[config.mk]
export PLATFORM = sky130hd
export DESIGN_NAME = fp_mult_arbiter
export DESIGN_NICKNAME = d
export VERILOG_FILES = /design/src/rtl/fp_mult_arbiter.sv
export SDC_FILE = /design/constraint.sdc
export NUM_CORES = 1
export LEC_CHECK = 0
export CORE_AREA = 2 2 159 161
export DETAILED_ROUTE_END_ITERATION = 8
export DIE_AREA = 0 0 161 163
export SYNTH_ARGS = -nofsm -noshare
export SYNTH_HDL_FRONTEND = slang
export SYNTH_SLANG_ARGS = --single-unit
[constraint.sdc]
create_clock -name clk -period 3 [get_ports clk]
set_input_delay 0.75 -clock clk [delete_from_list [all_inputs] [get_ports clk]]
set_output_delay 0.75 -clock clk [all_outputs]
set_load 0.03 [all_outputs]
[src/rtl/fp_mult_arbiter.sv]
// Shares one AXI-stream FP multiplier (blocking mode) among NUM_REQ requesters; results return in
// issue order and are routed by a tag FIFO. Define FP_MULT_ARB_STATS_EN for issue/stall counters.
module fp_mult_arbiter #(
  parameter int NUM_REQ   = 4,
  parameter int TAG_DEPTH = 16,
  parameter int DATA_W    = 32
) (
  input  logic                      clk,
  input  logic                      rst_n,
  input  logic [NUM_REQ-1:0]        req_valid,
  output logic [NUM_REQ-1:0]        req_ready,
  input  logic [NUM_REQ*DATA_W-1:0] req_a,
  input  logic [NUM_REQ*DATA_W-1:0] req_b,
  output logic [NUM_REQ-1:0]        rsp_valid,
  input  logic [NUM_REQ-1:0]        rsp_ready,
  output logic [DATA_W-1:0]         rsp_data,
  output logic                      mul_a_valid,
  input  logic                      mul_a_ready,
  output logic [DATA_W-1:0]         mul_a_data,
  output logic                      mul_b_valid,
  input  logic                      mul_b_ready,
  output logic [DATA_W-1:0]         mul_b_data,
  input  logic                      mul_res_valid,
  output logic                      mul_res_ready,
  input  logic [DATA_W-1:0]         mul_res_data,
  output logic                      tag_err
`ifdef FP_MULT_ARB_STATS_EN
  ,
  output logic [31:0]               stat_issued,
  output logic [31:0]               stat_stall
`endif
);

  localparam int TAG_W = (NUM_REQ > 1) ? $clog2(NUM_REQ) : 1;
  localparam int PTR_W = $clog2(TAG_DEPTH);
  localparam int CNT_W = PTR_W + 1;

  logic              armed;
  logic              a_pend;
  logic              b_pend;
  logic [DATA_W-1:0] iss_a;
  logic [DATA_W-1:0] iss_b;
  logic [TAG_W-1:0]  iss_tag;
  logic [TAG_W-1:0]  rr;

  logic [TAG_W-1:0]  tag_mem [TAG_DEPTH];
  logic [PTR_W-1:0]  wr_ptr;
  logic [PTR_W-1:0]  rd_ptr;
  logic [CNT_W-1:0]  count;

  logic              a_hs;
  logic              b_hs;
  logic              iss_free;
  logic              push;
  logic              pop;
  logic              empty;
  logic              room;
  logic              load;
  logic [TAG_W-1:0]  grant;
  logic [TAG_W-1:0]  head_tag;

  assign a_hs     = a_pend & mul_a_ready;
  assign b_hs     = b_pend & mul_b_ready;
  assign iss_free = (~a_pend | a_hs) & (~b_pend | b_hs);
  // The tag is pushed once, on the cycle the last outstanding operand channel completes.
  assign push     = (a_pend | b_pend) & iss_free;
  assign empty    = (count == '0);
  assign head_tag = tag_mem[rd_ptr];
  assign pop      = mul_res_valid & mul_res_ready;
  assign room     = (count + CNT_W'(push)) < CNT_W'(TAG_DEPTH);
  assign load     = armed & iss_free & (|req_valid) & room;

  assign mul_a_valid = a_pend;
  assign mul_b_valid = b_pend;
  assign mul_a_data  = iss_a;
  assign mul_b_data  = iss_b;

  always_comb begin
    int   idx;
    logic found;
    idx   = 0;
    found = 1'b0;
    grant = rr;
    for (int k = 1; k <= NUM_REQ; k++) begin
      idx = int'(rr) + k;
      if (idx >= NUM_REQ) idx = idx - NUM_REQ;
      if (!found && req_valid[idx]) begin
        found = 1'b1;
        grant = TAG_W'(idx);
      end
    end
  end

  always_comb begin
    req_ready = '0;
    rsp_valid = '0;
    for (int i = 0; i < NUM_REQ; i++) begin
      req_ready[i] = load && (grant == TAG_W'(i));
      rsp_valid[i] = mul_res_valid && !empty && (head_tag == TAG_W'(i));
    end
  end

  assign rsp_data      = mul_res_data;
  assign mul_res_ready = !empty && rsp_ready[head_tag];

  // armed keeps req_ready low while reset is asserted and for one cycle after release.
  always_ff @(posedge clk or negedge rst_n) begin
    if (!rst_n) begin
      armed   <= 1'b0;
      a_pend  <= 1'b0;
      b_pend  <= 1'b0;
      iss_a   <= '0;
      iss_b   <= '0;
      iss_tag <= '0;
      rr      <= TAG_W'(NUM_REQ - 1);
    end else begin
      armed <= 1'b1;
      if (load) begin
        a_pend  <= 1'b1;
        b_pend  <= 1'b1;
        iss_a   <= req_a[int'(grant)*DATA_W +: DATA_W];
        iss_b   <= req_b[int'(grant)*DATA_W +: DATA_W];
        iss_tag <= grant;
        rr      <= grant;
      end else begin
        if (a_hs) a_pend <= 1'b0;
        if (b_hs) b_pend <= 1'b0;
      end
    end
  end

  always_ff @(posedge clk) begin
    if (push) tag_mem[wr_ptr] <= iss_tag;
  end

  always_ff @(posedge clk or negedge rst_n) begin
    if (!rst_n) begin
      wr_ptr  <= '0;
      rd_ptr  <= '0;
      count   <= '0;
      tag_err <= 1'b0;
    end else begin
      if (push) wr_ptr <= wr_ptr + PTR_W'(1);
      if (pop)  rd_ptr <= rd_ptr + PTR_W'(1);
      case ({push, pop})
        2'b10:   count <= count + CNT_W'(1);
        2'b01:   count <= count - CNT_W'(1);
        default: count <= count;
      endcase
      if (mul_res_valid && empty) tag_err <= 1'b1;
    end
  end

`ifdef FP_MULT_ARB_STATS_EN
  always_ff @(posedge clk or negedge rst_n) begin
    if (!rst_n) begin
      stat_issued <= '0;
      stat_stall  <= '0;
    end else begin
      if (push) stat_issued <= stat_issued + 32'd1;
      if ((|req_valid) && !load) stat_stall <= stat_stall + 32'd1;
    end
  end
`endif

endmodule

==> impl_metrics.yaml <==
outcome:
  status: "finished, violations left"
  violations: "negative setup slack"
worst_setup_path:
  critPathLaunchType: "flip-flop"
  arrival_ns: 2.44
  r2r_setup_slack_ns: -0.15
  worstPathMaxFanout: 5
  crit_required_ns: 2.25
  r2r-start: "rd_ptr[0]"
  crit_type: "flip-flop to primary output"
  end_kind: "primary output"
  reg2regPathDepth: 16
  rr_endpoint: "count[4]"
timing:
  slew_viol_final: 0
  hold_viol_final: 0
  finalSetupViolCount: 7
  relSlewSlack_pct: 58.6
  fin_skew_ns: 0.0161
  period_share_pct: 106
  clock.fmax_mhz: 314
  min_period_ns: 3.19
  final.setup.worst_slack_ns: -0.186
  worst_pin_slew_ns: 0.621
  rsz0062_at_grt: "yes"
synthesis:
  synth_edf_count: 32
  synth.yosys.seq_area_share_pct: 47.8
  synth_fp_nets: 844
  syn_area_mm2: 0.00646
  syn_inst: 533
  synth_area_leaders: "dfrtp_1 (32%), edfxtp_1 (15%), mux2i_1 (10%)"
  yosysTopAreaCellShare_pct: 32.1
  synth_top_flop_cell: "dfrtp_1"
  ys_types: 44
  async_flop_share_pct: 72.6
  synth_area_leader_cell: "dfrtp_1"
  syn-mean-instance-area_um2: 12.1
  synth_seq_cells: 117
  ys_warn_count: 0
placement:
  place.gp.congestion: 0.789
  place_inst: 1188
  dp_hpwl_um: 18300
  portBuffers: 344
grt:
  grt_max_degree: 46
  grt_pass1_wl_um: 36200
  grt_usage_pct: 18.2
  grt_pass1_vias: 6286
  overflow: 0
  antenna_found_initial: 0
route:
  drc: 0
  wl_per_cell_um: 20.1
  viasPerCell: 4.77
  dr.pass1.iters: 4
  dr.first_iter.drc_count: 277
  dr_total_vias: 5845
  wl_um: 24600
  ant_nets: 0
clock_network:
  clk_path_buf_depth: 2
  cts_tree: "yes"
  htree_levels: 4
  worstSkewPairLatency_ns: 0.42
  clkTransAtPathRegs_ns: 0.05
  cts_sinks: 117
  clockRootBuffer: "clkbuf_16"
  cts_buffers: 17
power:
  vdd_drop_max_mv: 0.561
  power_density_mw_per_mm2: 1030
  total_power_w: 0.0117
  cellLeakagePower_nw: 4.58
floorplan:
  io_pins: 409
  core_mm2: 0.0247
  fp.dieW_um: 161
  row_count: 58
  fp.dieH_um: 163
  die-area_mm2: 0.0262
  start_util_pct: 26.2
layout:
  antenna_cells: 0
  layout.nets: 1193
  instances_no_fill: 1225
  areaGrowthSynthToFinish_pct: 74.6
  final_layout_size_suffix_gt1_share_pct: 17.2
hold_path:
  hold_path_class: "primary input to async pin"
job:
  cap_violations: 0
[where the power goes]
group	switching (W)	internal, W
Sequential	0.000503	0.00234
Combinational	0.00335	0.00332
Clock	0.000758	0.00141
Total	0.00461	0.00707
[timing repair]
item                                    4_1_cts  5_1_grt
buffers inserted                              3        2
cloned                                        0        0
pin swaps                                    16       10
endpoints found under the setup margin       11       12
gates resized for setup                      50       21
hold buffers                                  0        0
[registers in the layout, summed over array words and instances, names as in the netlist]
name         cells
mul_a_valid      1
wr_ptr           4
rd_ptr           4
iss_tag          2
rr               2
mul_b_valid      1
mul_b_data      32
mul_a_data      32
tag_mem         32
tag_err          1
armed            1
count            5
[synthesized netlist by cell type, types with 4 or more instances]
cell / count
buf_2: 15
buf_4: 32
and2_1: 6
o21ai_1: 4
nor4_1: 5
a21oi_1: 6
clkbuf_1: 23
ha_1: 9
mux2i_1: 65
nor2b_1: 4
nand2b_1: 5
o2bb2ai_1: 64
nand2_1: 10
a221o_1: 64
dfrtp_1: 83
xor2_1: 4
nor2_1: 18
nand3_1: 5
mux4_2: 9
inv_1: 14
xnor2_1: 8
edfxtp_1: 32
o21ai_0: 6
nor3_1: 9
[layout make-up]
type	count	area [µm²]
inverters	16	62.6
repair buffers	403	3980
multi-input cells	327	3110
clock buffers	20	447
fillers	2341	13400
flip-flops and latches	117	3090
well taps	330	413
clock inverters	12	178
[placed cells by master (no fill, tap or decap), types with 6 or more instances in the layout]
cell             instances
mux2i_1                 65
mux4_2                   9
nand2_1                  8
xnor2_1                  7
ha_1                     7
buf_6                   16
and2_1                   6
clkdlybuf4s50_1        328
nor2_1                  13
o2bb2ai_1               64
buf_4                   48
clkbuf_16               17
inv_1                   12
dfrtp_1                 81
a221o_1                 64
edfxtp_1                32
[how the worst max path moves through the flow]
stage,slack [ns],end,start,cells after the start
6_report,-0.19,mul_res_ready,rd_ptr[0],8
5_1_grt,-0.38,count[4],rd_ptr[0],16
4_1_cts,-0.23,mul_res_ready,rd_ptr[0],8
3_5_place_dp,-0.36,req_ready[0],mul_b_ready,8
3_3_place_gp,-0.35,req_ready[0],mul_b_ready,8
2_1_floorplan,-0.14,count[4],rd_ptr[0],16
[per-stage QoR]
| step | cell area [µm²] | worst slack (ns) | setup TNS [ns] | hold slack, ns | util, % |
|---|---|---|---|---|---|
| 3_5_place_dp | 10400 | -0.358 | -14.27 | 0.450 | 42.2 |
| 6_report | 11300 | -0.186 | -0.827 | 0.353 | 45.7 |
| 5_1_grt | 11300 | -0.379 | -1.92 | 0.377 | 45.7 |
| 4_1_cts | 11200 | -0.226 | -0.997 | 0.361 | 45.3 |
| 2_1_floorplan | 6500 | -0.139 | -0.147 | 0.454 | - |
| 3_3_place_gp | 10400 | -0.355 | -14.85 | 0.440 | 42.2 |
[metal layers]
metal / up-vias / part of all wire, % / GRT usage, %
met3: 14 / 6.7 / 5.12
met1: 2843 / 42 / 22.5
li1: 2764 / - / -
met4: 0 / 1.0 / 4.59
met5: - / 0 / 0
met2: 224 / 50 / 31.6
[worst max-delay path: stages, from the launching register on]
cell     delay [ns]
dfrtp_2        0.44
mux4_2         0.50
mux4_2         0.56
inv_2          0.10
buf_6          0.12
nand3_2        0.06
nand2_2        0.07
nor2_2         0.04
buf_6          0.13
[cells by family (layout without fill, tap and decap cells)]
logic type | count (synthesis) | count (layout) | share of synthesized area [%]
other | 1 | 1 | 0.0580
adder cells (fa/ha/maj) | 10 | 10 | 2.05
multiplexers | 75 | 75 | 13.4
AO/OA/AOI/OAI | 158 | 158 | 22.0
flip-flops | 117 | 117 | 47.8
XOR/XNOR | 12 | 12 | 1.63
buffers and inverters | 89 | 451 | 7.43
AND/OR/NAND/NOR | 71 | 71 | 5.56
(Power assumes the default switching activity.)
